**src/rtl/mudi_ctrl.sv**
```systemverilog
// mudi_ctrl -- issue/stall controller for a multi-cycle mult/div unit.
//
// Accepts MUDI instructions from the E stage. It starts the unit and tracks
// how long the unit stays busy: MUL_CYCLES for mult/multu and DIV_CYCLES for
// div/divu. mthi/mtlo start the unit but do not occupy it. While the unit is
// busy, it stalls a dependent MUDI instruction in D.
//
// Ports:
//   clk, reset     rising-edge clock, asynchronous active-high reset
//   E_valid        E stage holds a real instruction
//   E_isMudi       E instruction is mult/multu/div/divu/mthi/mtlo
//   E_mudiOp[2:0]  0 mult, 1 multu, 2 div, 3 divu, 4 mthi, 5 mtlo
//   D_isMudi       D instruction is any MUDI op (incl. mfhi/mflo)
//   MUDI_start     start strobe to the unit (same cycle as accept)
//   MUDI_mudiOp    op code to the unit, 0 when not starting
//   isBusy         unit occupied by a multi-cycle op
//   D_stall        freeze PC/F/D, bubble into E
//   err_collision  sticky: MUDI op reached E while the unit was busy
//   stall_cnt      number of cycles with D_stall high (wraps)
module mudi_ctrl #(
  parameter int unsigned MUL_CYCLES = 5,
  parameter int unsigned DIV_CYCLES = 10
) (
  input  logic        clk,
  input  logic        reset,
  input  logic        E_valid,
  input  logic        E_isMudi,
  input  logic [2:0]  E_mudiOp,
  input  logic        D_isMudi,
  output logic        MUDI_start,
  output logic [2:0]  MUDI_mudiOp,
  output logic        isBusy,
  output logic        D_stall,
  output logic        err_collision,
  output logic [31:0] stall_cnt
);

  localparam logic [3:0] MUL_LOAD = 4'(MUL_CYCLES);
  localparam logic [3:0] DIV_LOAD = 4'(DIV_CYCLES);

  typedef enum logic [1:0] {
    ST_IDLE,
    ST_MUL,
    ST_DIV
  } state_e;

  state_e      state_q, state_d;
  logic [3:0]  cnt_q, cnt_d;
  logic        err_q, err_d;
  logic [31:0] stall_cnt_q, stall_cnt_d;

  logic        e_mudi;
  logic        busy;
  logic        accept;

  always_comb begin
    state_d     = state_q;
    cnt_d       = cnt_q;
    err_d       = err_q;
    stall_cnt_d = stall_cnt_q;

    // Gating with reset keeps the start strobe low while reset is held.
    e_mudi = E_valid & E_isMudi & ~reset;
    busy   = (state_q != ST_IDLE);
    accept = e_mudi & ~busy & (E_mudiOp <= 3'd5);

    MUDI_start  = accept;
    MUDI_mudiOp = accept ? E_mudiOp : '0;
    isBusy      = busy;
    D_stall     = D_isMudi & (busy | (accept & (E_mudiOp <= 3'd3)));

    // A MUDI op arriving while busy is dropped and flagged. This includes the
    // expiry cycle, because the state is still MUL/DIV in that cycle.
    if (e_mudi && busy) begin
      err_d = 1'b1;
    end

    if (D_stall) begin
      stall_cnt_d = stall_cnt_q + 32'd1;
    end

    unique case (state_q)
      ST_IDLE: begin
        if (accept) begin
          unique case (E_mudiOp)
            3'd0, 3'd1: begin
              state_d = ST_MUL;
              cnt_d   = MUL_LOAD;
            end
            3'd2, 3'd3: begin
              state_d = ST_DIV;
              cnt_d   = DIV_LOAD;
            end
            default: ;
          endcase
        end
      end
      ST_MUL, ST_DIV: begin
        if (cnt_q <= 4'd1) begin
          state_d = ST_IDLE;
          cnt_d   = '0;
        end else begin
          cnt_d = cnt_q - 4'd1;
        end
      end
      default: begin
        state_d = ST_IDLE;
        cnt_d   = '0;
      end
    endcase
  end

  always_ff @(posedge clk or posedge reset) begin
    if (reset) begin
      state_q     <= ST_IDLE;
      cnt_q       <= '0;
      err_q       <= 1'b0;
      stall_cnt_q <= '0;
    end else begin
      state_q     <= state_d;
      cnt_q       <= cnt_d;
      err_q       <= err_d;
      stall_cnt_q <= stall_cnt_d;
    end
  end

  assign err_collision = err_q;
  assign stall_cnt     = stall_cnt_q;

endmodule

```
**config.mk**
```make
export PLATFORM = sky130hd
export DESIGN_NAME = mudi_ctrl
export DESIGN_NICKNAME = d
export VERILOG_FILES = /design/src/rtl/mudi_ctrl.sv
export SDC_FILE = /design/constraint.sdc
export NUM_CORES = 1
export LEC_CHECK = 0
export CORE_UTILIZATION = 50
export CTS_CLUSTER_DIAMETER = 30
export DETAILED_ROUTE_END_ITERATION = 7
export PLACE_DENSITY = 0.8
export SETUP_SLACK_MARGIN = 0.2
export SLEW_MARGIN = 30
export SYNTH_ARGS = -nofsm -noshare
export SYNTH_HDL_FRONTEND = slang
export SYNTH_SLANG_ARGS = --single-unit
```
**constraint.sdc**
```tcl
create_clock -name clk -period 4.6 [get_ports clk]
set_input_delay 0.69 -clock clk [delete_from_list [all_inputs] [get_ports clk]]
set_output_delay 0.69 -clock clk [all_outputs]
set_load 0.02 [all_outputs]
```
==> results of run 1 <==
## per-stage QoR
| step | setup WS (ns) | cells | hold WS (ns) |
|---|---|---|---|
| final | 1.38 | 273 | 0.484 |
| after global routing | 1.29 | 273 | 0.508 |
| after CTS | 1.37 | 273 | 0.490 |
| after detailed placement | 1.38 | 265 | 0.473 |
| after global placement | 1.52 | 265 | 0.464 |
| after floorplan | 1.13 | 173 | 0.479 |
## worst paths after layout
kind	startpoint	end	slack, ns	cells past startpoint
setup / recovery	E_valid	MUDI_mudiOp[2]	1.38	5
hold / removal	stall_cnt[31]	stall_cnt[31]	0.48	1
setup reg to reg	cnt_q[0]	cnt_q[2]	2.65	6
hold reg to reg	stall_cnt[31]	stall_cnt[31]	0.48	1
max in group asynchronous	reset	stall_cnt[4]	3.38	3
min in group asynchronous	reset	stall_cnt[2]	0.87	3
## layout by cell type, fill, tap and decap left out, types with 5 or more instances in the layout
master           Yosys  routed
nand2_1             11      11
clkbuf_8             0       7
nand4_1             15      15
clkdlybuf4s50_1      0      46
inv_1                9       9
o21ai_0              5       5
ha_1                 5       5
xnor2_1             30      30
dfrtp_1             39      39
nor2_1               5       5
nand3_1             12      12
## cell families after synthesis
group | after synthesis | share of synthesized area (%)
AO/OA/AOI/OAI | 16 | 6.25
multiplexers | 3 | 1.59
adder cells (fa/ha/maj) | 5 | 3.19
flip-flops | 39 | 49.7
buffers and inverters | 12 | 2.93
AND/OR/NAND/NOR | 67 | 22.5
XOR/XNOR | 31 | 13.8
## power groups by stage
stage	clock, W	sequential (W)	combinational [W]
2_1_floorplan	0	0.000478	0.000210
3_5_place_dp	0	0.000455	0.000368
6_report	0.000255	0.000450	0.000368
4_1_cts	0.000261	0.000449	0.000370
3_3_place_gp	0	0.000451	0.000353
5_1_grt	0.000278	0.000458	0.000399
## cells in the mapped netlist (all sizes together) (2+ instances only)
library cell / number / share of area (%)
ha: 5 / 3.2
xnor2: 30 / 13
o31ai: 3 / 1.1
buf: 3 / 1.2
o21ai: 5 / 1.3
nand2: 11 / 2.1
nor4: 2 / 1.4
dfrtp: 39 / 50
nor2: 5 / 0.96
a22o: 4 / 1.8
inv: 9 / 1.7
and3: 5 / 1.7
nand2b: 2 / 0.64
nand3: 13 / 3.6
nor3: 3 / 0.76
and2: 4 / 1.3
mux2i: 2 / 1.0
a21oi: 2 / 1.3
nand4: 20 / 8.4
## state kept, by name (all words and copies together), names as in the netlist
name / flops
stall_cnt: 32
cnt_q: 4
state_q: 2
err_collision: 1
## layer usage
metal	vias to the layer above	routed length, um	global-route usage [%]
li1	716	-	-
met1	729	1780	26.4
met2	34	2100	36.7
met3	7	147	4.23
met4	0	53	8.33
met5	-	0	0
## cell type report
type,count,area [um2]
fill,281,1140
sequential,39,976
multi-input combinational,122,930
timing repair buffer,47,468
clock buffer,7,96.3
tap,48,60.1
inverter,9,33.8
clock inverter,1,7.51
==> results.py, run 1 <==
metrics = {
    "timing": {
        "rsz0062_at_grt": "no",
        "tightest_slew_ns": 0.815,
        "hold_viol": 0,
        "setup_tns_ns": 0,
        "slew_headroom_pct": 45.2,
        "drv_slew": 0,
        "finalCriticalPeriod_ns": 3.22,
        "fin_worst_skew_ns": 0.00660,
        "setup_viol_count_final": 0,
        "max_freq_mhz": 311,
        "period_share_pct": 69.9,
    },
    "cts": {
        "clockRootBuffer": "clkbuf_8",
        "cts_setup_buffers": 0,
        "cts_buffers": 5,
        "cts_resized": 0,
        "cts_tree": "done",
        "cts_max_level": 2,
        "insertion_delay_ns": 0.29,
        "cts.clk_slew.worst_paths_ns": 0.07,
        "cts.sinks": 39,
        "clk_path_buf_depth": 2,
        "postCtsHoldBufs": 0,
    },
    "worst_setup_path": {
        "startpoint_type": "primary input",
        "cp_cell_sequence": "clkdlybuf4s50_1 -> nand3_1 -> a211oi_1 -> and2_1 -> clkdlybuf4s50_1",
        "crit_family": "buffers and inverters",
        "path_class": "primary input to output port",
        "critical_path_required_ns": 3.91,
        "arrival_ns": 2.53,
        "critPathBufInv": 2,
        "endpoint_kind": "output port",
        "crit_path_max_fanout": 3,
        "crit_top_cell": "clkdlybuf4s50_1",
        "slowest_stage": "clkdlybuf4s50_1",
        "cp_slowest_stage_delay_ns": 0.60,
    },
    "logic_synthesis": {
        "syn_area_mm2": 0.00196,
        "ys_seq_elements": 39,
        "syn_inst": 173,
        "syn_area_per_cell_um2": 11.3,
        "ys_seq_area_share_pct": 49.7,
        "synth_nets": 186,
        "ys.flop_type": "dfrtp_1",
        "async_flop_share_pct": 100,
        "synth_edf_count": 0,
        "yosys_warnings": 0,
        "ys_types": 33,
    },
    "hold_path": {
        "hp-class": "flip-flop to flip-flop",
    },
    "detailed_routing": {
        "drtIter0Drc": 66,
        "firstDrtPassIters": 4,
        "wirelength_um": 4090,
        "drc": 0,
        "routedWlPerCell_um": 15.0,
        "vias": 1486,
        "viasPerCell": 5.44,
        "antenna_left": 0,
    },
    "floorplanning": {
        "ioPinCount": 47,
        "rows": 22,
        "start_util_pct": 52.8,
        "die-area_mm2": 0.00418,
        "die_w_um": 64.7,
        "core_area_mm2": 0.00372,
        "die_h_um": 64.7,
    },
    "power_and_ir_drop": {
        "power_frac_comb_pct": 34.3,
        "pwr_density_cell_mw_per_mm2": 417,
        "clkPwrFrac_pct": 23.8,
        "power.net_switching_w": 0.000378,
        "power_leakage_nw": 1.10,
        "switching_share_pct": 35.2,
        "power.total_w": 0.00107,
        "peakVddDrop_v": 0.000247,
        "p_seq_share_pct": 41.9,
        "internal-power_w": 0.000695,
    },
    "final_layout": {
        "drive_gt1_share_pct": 9.33,
        "stdcell_area_mm2": 0.00257,
        "area_delta_synth_final_pct": 31.0,
        "layout.nets": 237,
        "final_util_pct": 69.2,
        "num_antenna_cells": 0,
    },
    "global_routing": {
        "grt_pass1_vias": 1417,
        "grt_pass1_wl_um": 6690,
        "grt_max_degree": 40,
        "antenna_found_initial": 0,
        "grt_overflow": 0,
        "track_usage_pct": 21.4,
    },
    "placed_design": {
        "place.gp.congestion": 0.796,
        "place_area_mm2": 0.00247,
        "port_buffers": 46,
        "dp_hpwl_um": 2930,
    },
    "flow_run": {
        "maxCapViolCount": 0,
    },
    "run_status": {
        "outcome": "completed",
    },
}
No activity file was read; power rests on OpenSTA's default activity.
==> inputs of run 2 (changes only) <==
CORE_UTILIZATION = 49   (was 50)
PLACE_DENSITY = 0.79   (was 0.8)
clock period = 3.1 ns   (was 4.6 ns; I/O delays follow)
==> run 2 against run 1 <==
  * Clock skew increased by 0.0028 ns
  * Largest power group unchanged
  * Sequential share of layout area up 0.24 points
  * Worst hold slack worse by 0.0074 ns
==> results.py, run 2 (synthesis gave the netlist of run 1 again) <==
metrics = {
    "cts": {
        "cts_setup_buffers": 0,
        "insertion_delay_ns": 0.29,
        "clk_path_buf_depth": 2,
        "cts_tree": "done",
        "cts_buffers": 5,
        "clockRootBuffer": "clkbuf_8",
        "cts.clk_slew.worst_paths_ns": 0.07,
        "cts.sinks": 39,
        "cts_max_level": 2,
    },
    "final_layout": {
        "final_cell_mix": "46 x clkdlybuf4s50_1, 39 x dfrtp_1, 30 x xnor2_1",
        "num_antenna_cells": 0,
        "final_util_pct": 68.2,
        "num-fill-cells": 307,
        "layout.nets": 237,
        "regArea_um2": 976,
        "drive_gt1_share_pct": 9.33,
        "largest_reg_flops": 32,
        "final_common_cell": "clkdlybuf4s50_1",
        "stdcell_area_mm2": 0.00255,
        "area_delta_synth_final_pct": 30.1,
        "multi_input_area_um2": 932,
    },
    "power_and_ir_drop": {
        "pwr_density_cell_mw_per_mm2": 614,
        "power_leakage_nw": 1.09,
        "peakVddDrop_v": 0.000445,
    },
    "global_routing": {
        "grt_pass1_wl_um": 7390,
        "track_usage_pct": 23.1,
        "grt_max_degree": 40,
        "grt_pass1_vias": 1572,
        "antenna_found_initial": 0,
        "grt_overflow": 0,
    },
    "placed_design": {
        "dp_hpwl_um": 2980,
        "place_ws_ns": 0.346,
        "port_buffers": 46,
        "place_area_mm2": 0.00247,
        "place.gp.congestion": 0.894,
    },
    "hold_path": {
        "hp-class": "flip-flop to flip-flop",
    },
    "detailed_routing": {
        "antenna_left": 0,
        "drtIter0Drc": 92,
        "viasPerCell": 5.48,
        "firstDrtPassIters": 4,
        "drc": 0,
        "routedWlPerCell_um": 15.6,
        "wirelength_um": 4270,
        "vias": 1496,
    },
    "floorplanning": {
        "start_util_pct": 52.4,
        "die-area_mm2": 0.00426,
        "ioPinCount": 47,
        "rows": 22,
        "die_w_um": 65.3,
        "core_area_mm2": 0.00374,
        "die_h_um": 65.3,
    },
    "worst_setup_path": {
        "arrival_ns": 2.30,
        "critical_path_required_ns": 2.63,
        "endpoint_kind": "output port",
        "startpoint_type": "flip-flop",
        "path_class": "flip-flop to output port",
        "crit_path_max_fanout": 7,
    },
    "timing": {
        "period_share_pct": 89.1,
        "hold_viol": 0,
        "fin_worst_skew_ns": 0.00940,
        "fin_ws_ns": 0.337,
        "setup_tns_ns": 0,
        "finalCriticalPeriod_ns": 2.76,
        "slew_headroom_pct": 46.2,
        "rsz0062_at_grt": "no",
        "drv_slew": 0,
        "setup_viol_count_final": 0,
        "max_freq_mhz": 362,
        "tightest_slew_ns": 0.802,
    },
    "run_status": {
        "outcome": "completed",
    },
    "flow_run": {
        "maxCapViolCount": 0,
    },
}
[run 2: timing repair]
item | CTS | global route
setup endpoints to repair | 0 | 1
hold buffers | 0 | 0
resized for setup | 0 | 1
[run 2: path summary, 6_finish.rpt]
check | start | end | slack (ns) | depth (start not counted)
min reg2reg | stall_cnt[31] | stall_cnt[31] | 0.48 | 1
max reg2reg | cnt_q[0] | cnt_q[3] | 1.14 | 6
min in group asynchronous | reset | stall_cnt[19] | 0.73 | 3
max in group asynchronous | reset | err_collision | 2.02 | 3
max | state_q[0] | MUDI_mudiOp[1] | 0.34 | 6
min | stall_cnt[31] | stall_cnt[31] | 0.48 | 1
[run 2: area by class of cell]
cell class | instances | area share, %
Clock inverter | 1 | 0.196
Multi-Input combinational cell | 122 | 36.5
Inverter | 9 | 1.47
Sequential cell | 39 | 38.2
Clock buffer | 7 | 2.99
Timing Repair Buffer | 47 | 18.3
Tap cell | 48 | 2.35
[run 2: where the power goes]
group,total (W),internal (W),switching [W]
sequential,0.000673,0.000583,0.0000905
combinational,0.000561,0.000252,0.000308
clock,0.000335,0.000158,0.000177
[run 2: critical path: stages, from the launching register on]
cell,delay (ns)
dfrtp_1,0.38
inv_1,0.08
ha_2,0.28
inv_1,0.09
or3_1,0.45
nor2_1,0.11
clkdlybuf4s50_1,0.61
[run 2: per-layer routing]
metal | global-route usage, % | part of all wire, % | routed length, um | up-vias
met5 | 0 | 0 | 0 | -
met4 | 10.1 | 1.7 | 72 | 0
met3 | 6.25 | 3.7 | 157 | 8
met2 | 38.4 | 52 | 2200 | 33
met1 | 27.9 | 43 | 1840 | 739
li1 | - | - | - | 716
[run 2: stage by stage]
| stage | hold slack (ns) | cells | power (W) |
|---|---|---|---|
| after detailed placement | 0.465 | 265 | 0.00122 |
| after CTS | 0.479 | 273 | 0.00157 |
| after global routing | 0.501 | 273 | 0.00166 |
| after floorplan | 0.442 | 173 | 0.00102 |
| final | 0.477 | 273 | 0.00157 |
| after global placement | 0.463 | 265 | 0.00120 |
==> inputs of run 3 (changes only) <==
CORE_UTILIZATION = 50   (was 49)
CTS_CLUSTER_SIZE = 30   (was default)
PLACE_DENSITY = 0.8   (was 0.79)
clock period = 3.45 ns   (was 3.1 ns; I/O delays follow)
==> results of run 3 <==
The final DEF is identical to that of run 1. Status: completed.
Main changes from that run: setup slack after placement 1.38 ns -> 0.580 ns; setup slack after layout 1.38 ns -> 0.544 ns; start point of the critical path E_valid -> state_q[0]; end point of the critical path MUDI_mudiOp[2] -> MUDI_mudiOp[1]; register-to-register setup slack 2.65 ns -> 1.50 ns; total power 0.00107 W -> 0.00143 W; worst IR drop on VDD 0.000247 V -> 0.000329 V
